$ cat config.mk
export PLATFORM = sky130hd
export DESIGN_NAME = addr_4_flat
export DESIGN_NICKNAME = d
export VERILOG_FILES = /design/src/rtl/addr_4_if.sv /design/src/rtl/addr_4.sv /design/src/flat_wrapper.sv
export SDC_FILE = /design/constraint.sdc
export NUM_CORES = 1
export LEC_CHECK = 0
export ABC_AREA = 1
export CORE_AREA = 2 2 39 41
export CTS_BUF_LIST = sky130_fd_sc_hd__clkbuf_16
export DETAILED_ROUTE_END_ITERATION = 8
export DIE_AREA = 0 0 41 43
export GPL_TIMING_DRIVEN = 1
export PLACE_DENSITY = 0.55
export SLEW_MARGIN = 20
export SYNTH_ARGS = -nofsm -noshare
export SYNTH_HDL_FRONTEND = slang
export SYNTH_SLANG_ARGS = --single-unit
$ cat constraint.sdc
create_clock -name clk -period 1.9 [get_ports clk]
set_input_delay 0.19 -clock clk [delete_from_list [all_inputs] [get_ports clk]]
set_output_delay 0.19 -clock clk [all_outputs]
set_load 0.01 [all_outputs]
$ cat src/rtl/addr_4_if.sv
// rtl/addr_4_if.sv - operand/result bundle for addr_4; ovf/zero exist only with ADDR_4_FLAGS_EN
interface addr_4_if #(
    parameter int WIDTH = 4
);
    logic [WIDTH-1:0] a;
    logic [WIDTH-1:0] b;
    logic             cin;
    logic             in_valid;
    logic [WIDTH-1:0] s;
    logic             cout;
    logic             out_valid;
`ifdef ADDR_4_FLAGS_EN
    logic             ovf;
    logic             zero;

    modport master (output a, b, cin, in_valid, input s, cout, out_valid, ovf, zero);
    modport slave  (input a, b, cin, in_valid, output s, cout, out_valid, ovf, zero);
`else
    modport master (output a, b, cin, in_valid, input s, cout, out_valid);
    modport slave  (input a, b, cin, in_valid, output s, cout, out_valid);
`endif
endinterface

$ cat src/rtl/addr_4.sv
// rtl/addr_4.sv - registered carry-lookahead adder, 1-cycle latency; ADDR_4_FLAGS_EN adds ovf/zero flags
module addr_4 #(
    parameter int WIDTH = 4
) (
    input  logic       clk,
    input  logic       rst,
    addr_4_if.slave    bus
);
    localparam int MSB = WIDTH - 1;

    logic [WIDTH-1:0] g;
    logic [WIDTH-1:0] p;
    logic [WIDTH:0]   carry;
    logic [WIDTH-1:0] sum;
    logic             term;
    logic             c_acc;

    logic [WIDTH-1:0] s_q, s_d;
    logic             cout_q, cout_d;
    logic             out_valid_q, out_valid_d;

    // Each carry is the flattened lookahead sum-of-products, not a ripple chain.
    always_comb begin
        g     = bus.a & bus.b;
        p     = bus.a ^ bus.b;
        carry = '0;
        term  = 1'b0;
        c_acc = 1'b0;
        carry[0] = bus.cin;
        for (int i = 0; i < WIDTH; i++) begin
            term = bus.cin;
            for (int j = 0; j <= i; j++) begin
                term = term & p[j];
            end
            c_acc = term;
            for (int j = 0; j <= i; j++) begin
                term = g[j];
                for (int k = j + 1; k <= i; k++) begin
                    term = term & p[k];
                end
                c_acc = c_acc | term;
            end
            carry[i+1] = c_acc;
        end
        sum = p ^ carry[WIDTH-1:0];
    end

    always_comb begin
        s_d         = s_q;
        cout_d      = cout_q;
        out_valid_d = bus.in_valid;
        if (bus.in_valid) begin
            s_d    = sum;
            cout_d = carry[WIDTH];
        end
    end

    always_ff @(posedge clk) begin
        if (rst) begin
            s_q         <= '0;
            cout_q      <= 1'b0;
            out_valid_q <= 1'b0;
        end else begin
            s_q         <= s_d;
            cout_q      <= cout_d;
            out_valid_q <= out_valid_d;
        end
    end

    assign bus.s         = s_q;
    assign bus.cout      = cout_q;
    assign bus.out_valid = out_valid_q;

`ifdef ADDR_4_FLAGS_EN
    logic ovf_q, ovf_d;
    logic zero_q, zero_d;

    always_comb begin
        ovf_d  = ovf_q;
        zero_d = zero_q;
        if (bus.in_valid) begin
            ovf_d  = (bus.a[MSB] == bus.b[MSB]) && (sum[MSB] != bus.a[MSB]);
            zero_d = (sum == '0);
        end
    end

    always_ff @(posedge clk) begin
        if (rst) begin
            ovf_q  <= 1'b0;
            zero_q <= 1'b0;
        end else begin
            ovf_q  <= ovf_d;
            zero_q <= zero_d;
        end
    end

    assign bus.ovf  = ovf_q;
    assign bus.zero = zero_q;
`endif
endmodule

$ cat src/flat_wrapper.sv
// flat-port wrapper written by rule: the top's interface ports become plain ports
module addr_4_flat 
#(
    parameter int WIDTH = 4
)
  (clk, rst, bus_a, bus_b, bus_cin, bus_in_valid, bus_s, bus_cout, bus_out_valid);
  addr_4_if #(.WIDTH(WIDTH)) bus_i ();
  input  logic clk;
  input  logic rst;
  input wire logic [$bits(bus_i.a)-1:0] bus_a;
  input wire logic [$bits(bus_i.b)-1:0] bus_b;
  input wire logic [$bits(bus_i.cin)-1:0] bus_cin;
  input wire logic [$bits(bus_i.in_valid)-1:0] bus_in_valid;
  output wire logic [$bits(bus_i.s)-1:0] bus_s;
  output wire logic [$bits(bus_i.cout)-1:0] bus_cout;
  output wire logic [$bits(bus_i.out_valid)-1:0] bus_out_valid;
  assign bus_i.a = bus_a;
  assign bus_i.b = bus_b;
  assign bus_i.cin = bus_cin;
  assign bus_i.in_valid = bus_in_valid;
  assign bus_s = bus_i.s;
  assign bus_cout = bus_i.cout;
  assign bus_out_valid = bus_i.out_valid;
  addr_4 #(.WIDTH(WIDTH)) u_core (.clk(clk), .rst(rst), .bus(bus_i));
endmodule
Word level (Yosys, flattened, before mapping). Index checks and enable logic that the tools add are counted. W data, S select, Z words.

Flip-flop bits (word level): 6. Bits of input ports: 12. Logic and storage cells: 26.

Bitwise operators: 23.

Operators with widths (number): $and A1 B1 Y1 (10); $or A1 B1 Y1 (10); $xor A4 B4 Y4 (2); $and A4 B4 Y4 (1).

Longest topological paths before layout. Gate-level depths: netlist (run 1).

Word-level depth: 9. Mapped depth: 9. Mapped depth without buffers: 9.

Worst setup path after synthesis (run 1). No wires, ideal clock.

Path type: in2reg. Start: input bus_b[0]. End: register u_core.s_q[2], in the netlist u_core.bus.s[2]. Arrival time: 1.074 ns. Data required time: 1.787 ns. Path slack: 0.713 ns. Cell stages on the path: 7. Path through: ha_1 > ha_1 > nand2_1 > nand3_2 > xor2_1 > o21ai_1 > inv_1.

Longest elaborated chain between the ends: 6. Elaborated cells on any way between the ends: 8.

RTL lines: start, declared (line flat_wrapper.sv:11) `input wire logic [$bits(bus_i.b)-1:0] bus_b;`; $xor A4 B4 Y4 (line addr_4.sv:25) `p = bus.a ^ bus.b;`; $and A1 B1 Y1 (2 in series) (line addr_4.sv:33) `term = term & p[j];`; $or A1 B1 Y1 * (2 in series) (line addr_4.sv:41) `c_acc = c_acc | term;`; $xor A4 B4 Y4 * (line addr_4.sv:45) `sum = p ^ carry[WIDTH-1:0];`; end signal, assigned (line addr_4.sv:60) `s_q <= '0;`; end signal, assigned (line addr_4.sv:64) `s_q <= s_d;`; end, declared (line addr_4.sv:18) `logic [WIDTH-1:0] s_q, s_d;`.

Mark *: on every way between the ends. The rest lies on a longest branch, timed or not. A chain may end at the register's enable or synchronous reset.

Worst setup path in the final report (run 1). Same ends and word-level chain as after synthesis.

==> results of run 1 <==
[registers in the layout, indices dropped and copies added, names as in the netlist]
register and cells:
u_core.bus.s 4, u_core.bus.out_valid 1, u_core.bus.cout 1
[metrics by stage]
step | util | cell area, µm²
2_1_floorplan | - | 375
3_5_place_dp | 0.409 | 566
3_3_place_gp | 0.409 | 566
5_1_grt | 0.463 | 641
4_1_cts | 0.463 | 641
6_report | 0.463 | 641
[per-layer routing]
metal / part of all wire / global-route usage / vias up
li1: - / - / 199
met1: 0.41 / 0.133 / 146
met5: 0 / 0 / -
met4: 0.032 / 0.0800 / 0
met2: 0.47 / 0.181 / 15
met3: 0.089 / 0.0314 / 3
[critical path, cell delays in order]
cell and delay (ns):
clkdlybuf4s50_1 0.46, ha_1 0.32, ha_1 0.20, nand2_1 0.07
nand3_2 0.09, xor2_1 0.14, o21ai_1 0.11, inv_1 0.05
[worst min path at each step]
stage / startpoint / to / cells after the start
global placement: u_core.bus.s[0] / u_core.bus.s[0] / 2
finish: u_core.bus.s[0] / u_core.bus.s[0] / 2
floorplan: rst / u_core.bus.out_valid / 1
CTS: u_core.bus.s[0] / u_core.bus.s[0] / 2
global route: u_core.bus.s[0] / u_core.bus.s[0] / 2
detailed placement: u_core.bus.s[0] / u_core.bus.s[0] / 2
[cells in the final DEF, fill, tap and decap left out, drive strengths merged, types with 2 or more instances in the layout]
cell / n
clkdlybuf4s50: 17
nor2: 10
clkbuf: 3
nand3: 5
inv: 8
ha: 5
dfxtp: 6
o21ai: 4
xor2: 2
nand2: 7
[area by class of cell]
cell class	count	area [µm²]
Sequential cell	6	120
Multi-Input combinational cell	36	225
Fill cell	158	743
Timing Repair Buffer	17	170
Clock buffer	3	75.1
Tap cell	16	20.0
Inverter	8	30.0
[power groups by stage]
| stage | Combinational [mW] | Clock (mW) | Sequential (mW) |
|---|---|---|---|
| 2_1_floorplan | 0.0498 | 0 | 0.150 |
| 3_3_place_gp | 0.112 | 0 | 0.144 |
| 3_5_place_dp | 0.113 | 0 | 0.144 |
| 4_1_cts | 0.114 | 0.342 | 0.143 |
| 5_1_grt | 0.129 | 0.355 | 0.143 |
| 6_report | 0.112 | 0.338 | 0.143 |
[logic make-up (layout without fill, tap and decap cells)]
group,count (synthesis),after routing,share of synthesized area
AO/OA/AOI/OAI,5,5,0.0666
XOR/XNOR,2,2,0.0467
adder cells (fa/ha/maj),6,6,0.220
buffers and inverters,8,28,0.0800
flip-flops,6,6,0.320
AND/OR/NAND/NOR,23,23,0.267
[cell usage after synthesis, drive strengths merged]
library cell | count | share of area
xor2 | 2 | 0.047
fa | 1 | 0.053
nand4 | 1 | 0.017
nand3 | 5 | 0.080
o21ai | 4 | 0.053
ha | 5 | 0.17
dfxtp | 6 | 0.32
nand2 | 7 | 0.070
a21oi | 1 | 0.013
inv | 8 | 0.080
nor2 | 10 | 0.10
==> impl_metrics.toml, run 1 <==
[placement]
dp_slack_ns = 0.132
dp.cells = 83
gp_congestion = 0.741
port_buffers = 17

[worst_setup_path]
end_kind = "flip-flop"
arrival_ns = 1.63
crit_type = "input pin to flip-flop"
cp-start-kind = "input pin"
critPathLaunch = "bus_b[0]"
cp.required_ns = 2.02
reg2regPathDepth = 4
rr_startpoint = "u_core.bus.s[2]"
r2r_end = "u_core.bus.s[2]"
rrSetupSlack_ns = 1.24
endpoint = "u_core.bus.s[2]"
critPathMaxFanout = 2

[global_route]
grt_max_degree = 8
grt_overflow_total = 0
grt_usage = 0.118
antenna_found_initial = 0
grt_pass1_vias = 335
grt_pass1_wl_um = 1350

[drt]
drt-pass1-iter-count = 1
routedWlPerCell_um = 9.02
vias_per_cell = 4.22
drc = 0
wirelength_um = 776
via_count = 363
antenna_left = 0
drtIter0Drc = 0

[pwr]
p_per_area_nw_per_um2 = 925
switchingPower_mw = 0.122
swShare = 0.206
leakage_nw = 0.306
p_seq_frac = 0.241
p_total_mw = 0.592
pwr-share-comb = 0.188
p_clk_frac = 0.571
p_int_mw = 0.470
vdd_ir_drop_max_uv = 210

[timing]
setup_ws_ns = 0.384
rsz0062_at_grt = "no"
hold_ws_ns = 0.498
layout_min_cycle_time_ns = 1.52
tns_ns = 0
worst_pin_slew_ns = 0.241
skew_ns = 0
fin_crit_sh = 0.798
final-max-slew-violation-count = 0
setup_violations = 0
hold_viol = 0
relSlewSlack = 0.839
max_freq_mhz = 660

[status]
outcome = "finished clean"

[synth]
syn_avg_cell_area_um2 = 7.51
synth_seq_cells = 6
syn_inst = 50
syn_nets = 68
synthesis.area_um2 = 375
synth_cell_types = 13
yosys_warnings = 0
yosysSeqAreaShare = 0.320

[floorplan]
die_area_um2 = 1760
start_util = 0.271
rows = 14
core_area_um2 = 1380
die_x_um = 41
boundaryPins = 18
die_h_um = 43

[clock_network]
clk_pin_slew_worst_paths_ns = 0.03
root_buffer = "clkbuf_16"
clock-sinks = 6
cts_resized = 0
cts.htree.levels = 1
clk_latency_ns = 0.23
cts_tree = "yes"
cts_buffer_depth = 2
numCtsBuffers = 3
post_cts_buffers = 0
hold_buffers = 0

[finish]
n_antenna_cell = 0
fin_cells = 86
fin_nets = 90
drive_gt1_frac = 0.0571
area_growth_pct = 70.7

[flow_run]
maxCapViolCount = 0

[hold_path]
hold_path_class = "flip-flop to flip-flop"
No activity file was read; power rests on OpenSTA's default activity.
==> run 2, diff against run 1 <==
PLACE_DENSITY = 0.57   (was 0.55)
clock period = 1.31 ns   (was 1.9 ns; I/O delays follow)
==> run 2 against run 1 <==
Compared with the run above:
- worst hold slack better by 0.012 ns
- total power is 47% higher
- die area stayed put
- cell count is 3.5% higher
- setup slack worse by 0.28 ns
- largest power group unchanged
- register-to-register slack worse by 0.58 ns
- sequential share of layout area is 0.97 points lower
- highest routed layer unchanged
- flip-flop and latch count stayed put
==> impl_metrics.toml, run 2 (synthesized netlist as in run 1, its figures left out) <==
[status]
outcome = "finished clean"

[clock_network]
cts_buffer_depth = 2
hold_buffers = 0
clk_pin_slew_worst_paths_ns = 0.03
cts.htree.levels = 1
clock-sinks = 6
post_cts_buffers = 0
numCtsBuffers = 3
clk_latency_ns = 0.23
cts_tree = "yes"
root_buffer = "clkbuf_16"

[pwr]
leakage_nw = 0.322
p_clk_frac = 0.565
switchingPower_mw = 0.179
vdd_ir_drop_max_uv = 417
p_per_area_nw_per_um2 = 1290
pwr-share-comb = 0.198
p_seq_frac = 0.238
swShare = 0.207
p_int_mw = 0.690

[worst_setup_path]
cp-start-kind = "input pin"
crit_type = "input pin to flip-flop"
critPathLaunch = "bus_cin"
critPathMaxFanout = 2
rrSetupSlack_ns = 0.66
arrival_ns = 1.33
end_kind = "flip-flop"
rr_startpoint = "u_core.bus.s[2]"
cp.required_ns = 1.43

[global_route]
grt_usage = 0.106
grt_max_degree = 7
use_met2 = 0.178
gr-usage-met3 = 0.0314
grt-busiest-layer = "met2"
grt_pass1_vias = 331
antenna_found_initial = 0
grt_overflow_total = 0
met1_usage = 0.0871
grt_pass1_wl_um = 1200

[drt]
drc = 0
drtIter0Drc = 1
antenna_left = 0
via_count = 391
vias_per_cell = 4.39
wirelength_um = 795
routedWlPerCell_um = 8.93
drt-pass1-iter-count = 4

[finish]
n_fill_cell = 135
n_antenna_cell = 0
post-route-util = 0.488
fin_nets = 93
area_growth_pct = 80.0
layout_common_cells = "clkdlybuf4s50_1, nor2_1, inv_1, nand2_1, dfxtp_1"
largest_reg_flops = 4
final_common_cell = "clkdlybuf4s50_1"
drive_gt1_frac = 0.123

[floorplan]
die_x_um = 41
core_area_um2 = 1380
rows = 14
start_util = 0.271
die_area_um2 = 1760
boundaryPins = 18
die_h_um = 43

[timing]
relSlewSlack = 0.868
fin_crit_sh = 0.924
layout_min_cycle_time_ns = 1.21
setup_violations = 0
worst_pin_slew_ns = 0.197
skew_ns = 0
final-max-slew-violation-count = 0
max_freq_mhz = 826
hold_viol = 0
rsz0062_at_grt = "no"
setup_ws_ns = 0.100

[flow_run]
maxCapViolCount = 0

[placement]
dp_slack_ns = -0.329
place_hpwl_um = 628
gp_congestion = 0.692
port_buffers = 17

[hold_path]
hold_start = "u_core.bus.s[0]"
hold_path_class = "flip-flop to flip-flop"
==> run 2: changes by cell type in the layout (fill, tap and decap cells not counted) <==
| cell | delta |
|---|---|
| buf_4 | +3 |
| clkdlybuf4s50_1 | -2 |
| dlygate4sd2_1 | +2 |
| ha_1 | -2 |
| ha_2 | +1 |
| ha_4 | +1 |
==> run 2: final timing paths <==
path / endpoint / cells after the start
min reg2reg: u_core.bus.s[0] / 2
max: u_core.bus.s[1] / 5
max reg2reg: u_core.bus.s[2] / 4
min: u_core.bus.s[0] / 2
==> run 2: cell type report <==
cell class	instances	area, µm²	area share
multi-input cells	36	240	0.356
well taps	16	20.0	0.0296
inverters	8	30.0	0.0444
flip-flops and latches	6	120	0.178
repair buffers	20	190	0.281
clock buffers	3	75.1	0.111
==> run 2: per-layer routing <==
layer,wire [µm],up-vias
li1,-,205
met1,319,172
met2,408,12
met3,51,2
met4,16,0
met5,0,-
==> run 2: worst max-delay path, cell delays in order <==
cell and delay [ns]:
clkdlybuf4s50_1 0.46, fa_1 0.39, xor2_1 0.17, o21ai_0 0.14, inv_1 0.05
==> run 2: repair_timing <==
item / 4_1_cts / 5_1_grt
pin swaps: 0 / 0
endpoints found under the setup margin: 3 / 2
endpoints found under the hold margin: 0 / 0
resized for setup: 3 / 2
==> run 2: metrics by stage <==
stage	instance area, µm²	power [mW]	hold slack [ns]	TNS [ns]	std cells
final	676	0.869	0.510	0	89
after floorplan	375	0.289	0.203	0	50
after detailed placement	588	0.378	0.505	-1.29	86
after global routing	676	0.910	0.556	0	89
after CTS	663	0.875	0.515	0	89
after global placement	588	0.376	0.487	-1.21	86
==> run 2: power by group through the flow <==
stage	clock network (mW)	logic (mW)	registers, mW
after global routing	0.510	0.192	0.208
after floorplan	0	0.0722	0.217
after global placement	0	0.167	0.209
final	0.491	0.172	0.207
after detailed placement	0	0.169	0.209
after CTS	0.500	0.169	0.207
